<file path="src/rtl/serial_full_adder.sv">
// Bit-serial WIDTH-bit adder: a single full-adder cell and a carry flop walk the
// operands LSB first, one bit per clock, behind a valid/ready handshake.
module serial_full_adder #(
  parameter int WIDTH = 8
) (
  input  logic             clk,
  input  logic             rst_n,
  input  logic             in_valid,
  output logic             in_ready,
  input  logic [WIDTH-1:0] a,
  input  logic [WIDTH-1:0] b,
  input  logic             cin,
  output logic             out_valid,
  input  logic             out_ready,
  output logic [WIDTH-1:0] sum,
  output logic             cout,
  output logic             ovf,
  output logic             busy
);

  localparam int CW = (WIDTH > 2) ? $clog2(WIDTH) : 1;
  localparam logic [CW-1:0] CNT_LAST   = CW'(WIDTH - 1);
  localparam logic [CW-1:0] CNT_PENULT = CW'(WIDTH - 2);
  localparam logic [CW-1:0] CNT_ONE    = CW'(1);

  typedef enum logic [1:0] {
    ST_IDLE  = 2'b00,
    ST_SHIFT = 2'b01,
    ST_DONE  = 2'b10
  } state_t;

  state_t           state_r;
  state_t           nxt_state_s;
  logic             load_s;
  logic             shift_s;
  logic             finish_s;

  logic [WIDTH-1:0] a_sh_r;
  logic [WIDTH-1:0] b_sh_r;
  logic [WIDTH-1:0] sum_sh_r;
  logic             carry_r;
  logic             c_msb_r;
  logic [CW-1:0]    cnt_r;

  logic [WIDTH-1:0] sum_r;
  logic             cout_r;
  logic             ovf_r;
  logic             in_ready_r;
  logic             out_valid_r;
  logic             busy_r;

  logic             s_bit_s;
  logic             c_new_s;
  logic [WIDTH-1:0] sum_nxt_s;

  function automatic logic fa_sum(input logic x, input logic y, input logic c);
    return x ^ y ^ c;
  endfunction

  function automatic logic fa_carry(input logic x, input logic y, input logic c);
    return (x & y) | (x & c) | (y & c);
  endfunction

  // Full-adder cell on the current LSBs plus the shifted partial sum
  always_comb begin
    s_bit_s   = fa_sum(a_sh_r[0], b_sh_r[0], carry_r);
    c_new_s   = fa_carry(a_sh_r[0], b_sh_r[0], carry_r);
    sum_nxt_s = {s_bit_s, sum_sh_r[WIDTH-1:1]};
  end

  // State register
  always_ff @(posedge clk or negedge rst_n) begin
    if (!rst_n) begin
      state_r <= ST_IDLE;
    end else begin
      state_r <= nxt_state_s;
    end
  end

  // Next-state decode and datapath strobes
  always_comb begin
    nxt_state_s = state_r;
    load_s      = 1'b0;
    shift_s     = 1'b0;
    finish_s    = 1'b0;
    case (state_r)
      ST_IDLE: begin
        if (in_valid) begin
          nxt_state_s = ST_SHIFT;
          load_s      = 1'b1;
        end else begin
          nxt_state_s = ST_IDLE;
        end
      end
      ST_SHIFT: begin
        shift_s = 1'b1;
        if (cnt_r == CNT_LAST) begin
          nxt_state_s = ST_DONE;
          finish_s    = 1'b1;
        end else begin
          nxt_state_s = ST_SHIFT;
        end
      end
      ST_DONE: begin
        if (out_ready) begin
          nxt_state_s = ST_IDLE;
        end else begin
          nxt_state_s = ST_DONE;
        end
      end
      default: begin
        nxt_state_s = ST_IDLE;
      end
    endcase
  end

  // Handshake flags are registered copies of the next state, so no input reaches them combinationally
  always_ff @(posedge clk or negedge rst_n) begin
    if (!rst_n) begin
      in_ready_r  <= 1'b1;
      out_valid_r <= 1'b0;
      busy_r      <= 1'b0;
    end else begin
      in_ready_r  <= (nxt_state_s == ST_IDLE);
      out_valid_r <= (nxt_state_s == ST_DONE);
      busy_r      <= (nxt_state_s == ST_SHIFT);
    end
  end

  // Operand shifters, carry chain and bit counter
  always_ff @(posedge clk or negedge rst_n) begin
    if (!rst_n) begin
      a_sh_r   <= '0;
      b_sh_r   <= '0;
      sum_sh_r <= '0;
      carry_r  <= 1'b0;
      c_msb_r  <= 1'b0;
      cnt_r    <= '0;
    end else if (load_s) begin
      a_sh_r   <= a;
      b_sh_r   <= b;
      sum_sh_r <= '0;
      carry_r  <= cin;
      c_msb_r  <= 1'b0;
      cnt_r    <= '0;
    end else if (shift_s) begin
      a_sh_r   <= {1'b0, a_sh_r[WIDTH-1:1]};
      b_sh_r   <= {1'b0, b_sh_r[WIDTH-1:1]};
      sum_sh_r <= sum_nxt_s;
      carry_r  <= c_new_s;
      cnt_r    <= cnt_r + CNT_ONE;
      // Carry into the MSB, kept for the signed-overflow test
      if (cnt_r == CNT_PENULT) begin
        c_msb_r <= c_new_s;
      end else begin
        c_msb_r <= c_msb_r;
      end
    end else begin
      a_sh_r   <= a_sh_r;
      b_sh_r   <= b_sh_r;
      sum_sh_r <= sum_sh_r;
      carry_r  <= carry_r;
      c_msb_r  <= c_msb_r;
      cnt_r    <= cnt_r;
    end
  end

  // Result registers: updated only on the last bit, then held through DONE and IDLE
  always_ff @(posedge clk or negedge rst_n) begin
    if (!rst_n) begin
      sum_r  <= '0;
      cout_r <= 1'b0;
      ovf_r  <= 1'b0;
    end else if (finish_s) begin
      sum_r  <= sum_nxt_s;
      cout_r <= c_new_s;
      ovf_r  <= c_msb_r ^ c_new_s;
    end else begin
      sum_r  <= sum_r;
      cout_r <= cout_r;
      ovf_r  <= ovf_r;
    end
  end

  assign in_ready  = in_ready_r;
  assign out_valid = out_valid_r;
  assign busy      = busy_r;
  assign sum       = sum_r;
  assign cout      = cout_r;
  assign ovf       = ovf_r;

endmodule

</file>
<file path="config.mk">
export PLATFORM = sky130hd
export DESIGN_NAME = serial_full_adder
export DESIGN_NICKNAME = d
export VERILOG_FILES = /design/src/rtl/serial_full_adder.sv
export SDC_FILE = /design/constraint.sdc
export NUM_CORES = 1
export LEC_CHECK = 0
export ABC_AREA = 1
export CAP_MARGIN = 0
export CORE_UTILIZATION = 32
export CTS_BUF_LIST = sky130_fd_sc_hd__clkbuf_4 sky130_fd_sc_hd__clkbuf_8 sky130_fd_sc_hd__clkbuf_16
export DETAILED_ROUTE_END_ITERATION = 6
export PLACE_DENSITY = 0.51
export SYNTH_ARGS = -nofsm -noshare
export SYNTH_HDL_FRONTEND = slang
export SYNTH_SLANG_ARGS = --single-unit
</file>
<file path="constraint.sdc">
create_clock -name clk -period 1.4 [get_ports clk]
set_input_delay 0.28 -clock clk [delete_from_list [all_inputs] [get_ports clk]]
set_output_delay 0.28 -clock clk [all_outputs]
set_load 0.03 [all_outputs]
</file>
==> results of run 1 <==
[state kept, by name, indices dropped and copies added (netlist names)]
| name | cells |
|---|---|
| busy | 1 |
| sum | 8 |
| c_msb_r | 1 |
| ovf | 1 |
| a_sh_r | 8 |
| carry_r | 1 |
| out_valid | 1 |
| state_r | 2 |
| b_sh_r | 8 |
| cnt_r | 3 |
| cout | 1 |
| sum_sh_r | 7 |
| in_ready | 1 |
[area by class of cell]
class	instances	area (sq um)
flip-flops and latches	43	1080
clock buffers	6	82.6
repair buffers	48	448
fillers	520	2850
clock inverters	2	35.0
well taps	70	87.6
inverters	14	52.6
multi-input cells	123	604
[how the worst max path moves through the flow]
stage,slack [ps],end,cells after the start
after floorplan,170,out_valid,5
after global placement,10,b_sh_r[6],6
after detailed placement,-30,b_sh_r[6],6
after CTS,50,cout,1
after global routing,5,cout,1
final,70,ovf,3
[cell families after synthesis]
kind of cell | synth area share [%]
AND/OR/NAND/NOR | 22.0
flip-flops | 60.1
AO/OA/AOI/OAI | 7.89
buffers and inverters | 6.35
adder cells (fa/ha/maj) | 3.21
XOR/XNOR | 0.489
[power by group through the flow]
| stage | registers [mW] | logic [mW] | clock network, mW |
|---|---|---|---|
| floorplan | 2.22 | 1.05 | 0 |
| global placement | 2.00 | 1.98 | 0 |
| detailed placement | 2.01 | 1.99 | 0 |
| CTS | 1.98 | 1.91 | 1.02 |
| global route | 2.05 | 2.14 | 1.08 |
| finish | 1.97 | 1.89 | 0.984 |
[critical path: cells and delay by family (launching register included)]
kind / cells / cell delay [ps]
fa+ha+maj: 1 / 500
flops: 1 / 410
compound gates: 1 / 80
xor+xnor: 1 / 230
[synth_stat cells (all sizes together), types with 3 or more instances]
master  instances
nor2            4
dfrtp          42
nand3          31
buf             9
inv            14
o22ai           7
ha              3
nand2          56
o21ai          17
[routing by layer]
metal	wire length, um	vias up	share of wire (%)	track usage [%]
li1	-	710	-	-
met1	1920	658	51	20.0
met2	1660	24	44	21.5
met3	115	4	3.1	3.69
met4	38	0	1.0	4.62
met5	0	-	0	0
[timing repair]
| item | CTS | global route |
|---|---|---|
| hold buffers | 1 | 0 |
| setup endpoints to repair | 12 | 5 |
| cloned | 0 | 0 |
| resized for setup | 12 | 1 |
| endpoints found under the hold margin | 7 | 0 |
[stage by stage]
stage | setup TNS, ps | utilization, % | area, sq um | instances | total power, mW
after CTS | 0 | 45.5 | 2380 | 306 | 4.91
after detailed placement | -29.0 | 43.4 | 2270 | 297 | 4.00
after floorplan | 0 | - | 1790 | 190 | 3.26
final | 0 | 45.6 | 2390 | 306 | 4.85
after global placement | 0 | 43.4 | 2270 | 297 | 3.98
after global routing | 0 | 45.6 | 2390 | 306 | 5.27
==> results.py, run 1 <==
metrics = {
    "outcome": {
        "outcome": "complete, no violations",
    },
    "clocking": {
        "cts_setup_buffers": 0,
        "h-tree-depth": 2,
        "clk_latency_ps": 290,
        "cts_buffers": 5,
        "clk_pin_slew_worst_paths_ps": 80,
        "clockRootBuffer": "clkbuf_8",
        "clock_sinks": 43,
        "clockBufferDepth": 2,
        "cts_tree": "done",
    },
    "yosys": {
        "synthesis.area_sq_mm": 0.00179,
        "ys.flop_type": "dfrtp_1",
        "syn_nets": 215,
        "synth_top_area_cell": "dfrtp_1",
        "synth_edf_count": 0,
        "synth_top_area_share_pct": 58.6,
        "synth_cell_type_count": 21,
        "synth-async-reset-ratio_pct": 100,
        "synth_seq_cells": 43,
        "yosys_warnings": 0,
        "avgSynthCellArea_sq_um": 9.44,
        "ys_seq_area_share_pct": 60.1,
        "synth_top_cells_by_area": "dfrtp_1 59%, nand2_1 11%, nand3_1 8.7%",
        "synth_cells": 190,
    },
    "critical_path": {
        "path_class": "flop to flop",
        "cpPeakStageDelay_ps": 500,
        "cp-startpoint": "a_sh_r[0]",
        "reg2reg_depth": 3,
        "end_kind": "flop",
        "critical_path_arrival_ps": 1510,
        "timing.rr.start": "a_sh_r[0]",
        "crit_path_max_fanout": 4,
        "cp-start-kind": "flop",
        "critPathSlowestCell": "fa_1",
        "crit_required_ps": 1580,
        "reg2reg_to": "ovf",
        "worstPathCellList": "fa_1 -> xnor2_1 -> o21ai_1",
        "r2r_setup_slack_ps": 70,
    },
    "pwr": {
        "pwr-share-seq_pct": 40.7,
        "switching_power_mw": 1.80,
        "combPwrFrac_pct": 39.0,
        "swShare_pct": 37.1,
        "irDropWorstVdd_v": 0.000817,
        "p_clk_share_pct": 20.3,
        "p_int_mw": 3.05,
        "powerDensity_mw_per_mm2": 2030,
        "total_leakage_power_nw": 1.17,
    },
    "drt": {
        "routedWlPerCell_um": 12.2,
        "drtIter0Drc": 53,
        "via_per_inst": 4.56,
        "routed_wl_um": 3730,
        "drcViolationCount": 0,
        "vias": 1396,
        "firstDrtPassIters": 4,
        "ant_nets": 0,
    },
    "placement": {
        "dpl.hpwl_um": 2670,
        "pre_cts_slack_ps": -29.0,
        "gp_congestion": 0.691,
        "io_buffers": 33,
    },
    "global_route": {
        "grt_pass1_wl_um": 6580,
        "antenna_found_initial": 0,
        "grt_max_degree": 21,
        "grt_pass1_vias": 1395,
        "grt_overflow_total": 0,
        "grt_usage_pct": 14.3,
    },
    "timing": {
        "worstMarginPinSlew_ps": 304,
        "fin_skew_ps": 4.68,
        "finalSetupViolations": 0,
        "hold_ws_ps": 369,
        "slew_headroom_pct": 79.8,
        "fmax_mhz": 752,
        "period_minus_slack_ps": 1330,
        "drv_slew": 0,
        "worst_slack_ps": 70.1,
        "rsz0062_at_grt": "no",
        "hold_viol": 0,
        "period_share_pct": 95.0,
    },
    "final_layout": {
        "layout-drive-gt1-share_pct": 13.1,
        "final_cell_mix": "53 x nand2_1, 42 x dfrtp_1, 31 x nand3_1",
        "n_antenna_cell": 0,
        "final_net_count": 260,
        "final_common_cell": "nand2_1",
        "area_growth_pct": 33.1,
    },
    "floorplanning": {
        "die-area_sq_mm": 0.00591,
        "num_io_pins": 34,
        "rows": 26,
        "die-height_um": 76.9,
        "core_sq_mm": 0.00524,
        "start_util_pct": 34.2,
        "dieWidth_um": 76.9,
    },
    "flow_run": {
        "max-cap-violations": 0,
    },
    "worst_hold_path": {
        "hold_path.class": "input pin to asynchronous set/reset pin",
    },
}
(Power assumes the default switching activity.)
==> run 2: changes to the inputs <==
--- a/config.mk
+++ b/config.mk
@@ -7,10 +7,11 @@
 export LEC_CHECK = 0
 export ABC_AREA = 1
 export CAP_MARGIN = 0
-export CORE_UTILIZATION = 32
+export CORE_UTILIZATION = 35
 export CTS_BUF_LIST = sky130_fd_sc_hd__clkbuf_4 sky130_fd_sc_hd__clkbuf_8 sky130_fd_sc_hd__clkbuf_16
 export DETAILED_ROUTE_END_ITERATION = 6
-export PLACE_DENSITY = 0.51
+export PLACE_DENSITY = 0.54
+export SLEW_MARGIN = 20
 export SYNTH_ARGS = -nofsm -noshare
 export SYNTH_HDL_FRONTEND = slang
 export SYNTH_SLANG_ARGS = --single-unit
==> results.py, run 2 (synthesis gave the netlist of run 1 again) <==
metrics = {
    "floorplanning": {
        "core_sq_mm": 0.00482,
        "dieWidth_um": 73.6,
        "die-height_um": 73.6,
        "num_io_pins": 34,
        "start_util_pct": 37.2,
        "rows": 25,
        "die-area_sq_mm": 0.00541,
    },
    "clocking": {
        "clk_latency_ps": 300,
        "cts_tree": "done",
        "clk_pin_slew_worst_paths_ps": 90,
        "clockRootBuffer": "clkbuf_8",
        "h-tree-depth": 2,
        "clockBufferDepth": 2,
        "cts_buffers": 5,
        "clock_sinks": 43,
    },
    "final_layout": {
        "final_common_cell": "nand2_1",
        "fillers": 481,
        "layout-drive-gt1-share_pct": 12.4,
        "final_net_count": 258,
        "final_cells": 301,
        "n_antenna_cell": 0,
        "area_growth_pct": 31.7,
        "finalInstanceArea_sq_mm": 0.00236,
        "final_cell_mix": "53 x nand2_1, 42 x dfrtp_1, 31 x nand3_1",
    },
    "drt": {
        "drcViolationCount": 0,
        "via_per_inst": 4.74,
        "routed_wl_um": 3610,
        "ant_nets": 0,
        "vias": 1426,
        "firstDrtPassIters": 4,
        "routedWlPerCell_um": 12.0,
        "drtIter0Drc": 65,
    },
    "outcome": {
        "outcome": "complete, no violations",
    },
    "global_route": {
        "antenna_found_initial": 0,
        "grt_pass1_wl_um": 6230,
        "grt_pass1_vias": 1405,
        "grt_usage_pct": 15.3,
        "grt_max_degree": 31,
        "grt_overflow_total": 0,
    },
    "critical_path": {
        "crit_required_ps": 1120,
        "cpPeakStageDelay_ps": 400,
        "end_kind": "primary output",
        "worstPathCellList": "dlygate4sd2_1",
        "cp-start-kind": "flop",
        "crit_path_max_fanout": 2,
        "critical_path_arrival_ps": 1050,
        "critPathTopFamily": "buffers and inverters",
        "path_class": "flop to primary output",
        "worst-path-buf-inv": 1,
        "critPathSlowestCell": "dlygate4sd2_1",
    },
    "pwr": {
        "p_total_mw": 4.68,
        "total_leakage_power_nw": 1.15,
        "powerDensity_mw_per_mm2": 1980,
        "irDropWorstVdd_v": 0.000733,
    },
    "placement": {
        "dpl.hpwl_um": 2550,
        "numPlacedInstances": 292,
        "io_buffers": 33,
        "gp_congestion": 0.753,
        "dpl_cell_area_sq_mm": 0.00227,
    },
    "timing": {
        "drv_slew": 0,
        "period_share_pct": 94.8,
        "fin_skew_ps": 11.2,
        "slew_headroom_pct": 76.0,
        "rsz0062_at_grt": "no",
        "hold_viol": 0,
        "setup_tns_ps": 0,
        "fmax_mhz": 754,
        "period_minus_slack_ps": 1330,
        "finalSetupViolations": 0,
        "worstMarginPinSlew_ps": 361,
    },
    "flow_run": {
        "max-cap-violations": 0,
    },
    "worst_hold_path": {
        "hold_path.class": "input pin to asynchronous set/reset pin",
    },
}
## run 2: cell types whose count changed in the layout (fill, tap and decap cells not counted), sizes merged
cell,previous run,this run
buf,16,14
bufinv,1,0
clkbuf,6,5
clkinv,1,2
clkinvlp,0,1
## run 2: cell type report
class                      instances  area [sq um]  share of cell area, %
clock inverter                     3          25.0                   1.06
clock buffer                       5          68.8                   2.91
sequential                        43          1080                   45.6
tap                               67          83.8                   3.55
inverter                          14          52.6                   2.23
multi-input combinational        123           604                   25.6
timing repair buffer              46           449                   19.0
## run 2: per-layer routing
| metal | wire, um | share of wire (%) | up-vias | track usage (%) |
|---|---|---|---|---|
| li1 | - | - | 704 | - |
| met1 | 1640 | 45 | 685 | 18.0 |
| met2 | 1780 | 49 | 33 | 27.4 |
| met3 | 160 | 4.4 | 4 | 4.25 |
| met4 | 29 | 0.80 | 0 | 3.85 |
| met5 | 0 | 0 | - | 0 |
## run 2: worst paths after layout
kind / slack, ps / endpoint / cells past startpoint / start
setup / recovery: 70 / sum[0] / 1 / sum[0]
hold / removal: 410 / sum[2] / 2 / rst_n
setup reg to reg: 100 / ovf / 3 / a_sh_r[0]
hold reg to reg: 490 / cout / 2 / cout
max in group asynchronous: 500 / b_sh_r[2] / 3 / rst_n
min in group clk: 490 / cout / 2 / cout
## run 2: where the power goes
group          internal, mW  switching [mW]  total, mW
logic                 0.754            1.14       1.89
registers              1.73           0.240       1.97
clock network         0.357           0.453      0.810
total                  2.84            1.83       4.68
## run 2: what timing repair did
item / 4_1_cts / 5_1_grt
gates resized for setup: 12 / 2
setup buffers: 0 / 0
hold buffers: 1 / 0
endpoints found under the setup margin: 12 / 8
endpoints found under the hold margin: 12 / 0
## run 2: worst register-to-register path, stage by stage, from the launching register on
cell and delay, ps:
dfrtp_1 420, fa_1 510, xnor2_1 190, o21ai_1 70
## run 2: metrics by stage
| stage | setup slack [ps] | hold WS (ps) | utilization, % |
|---|---|---|---|
| after floorplan | 170 | -15.6 | - |
| after global placement | -8.87 | 201 | 47.0 |
| after detailed placement | -48.4 | 210 | 47.0 |
| after CTS | 43.3 | 416 | 48.9 |
| after global routing | 4.52 | 442 | 49.0 |
| final | 73.0 | 409 | 49.0 |
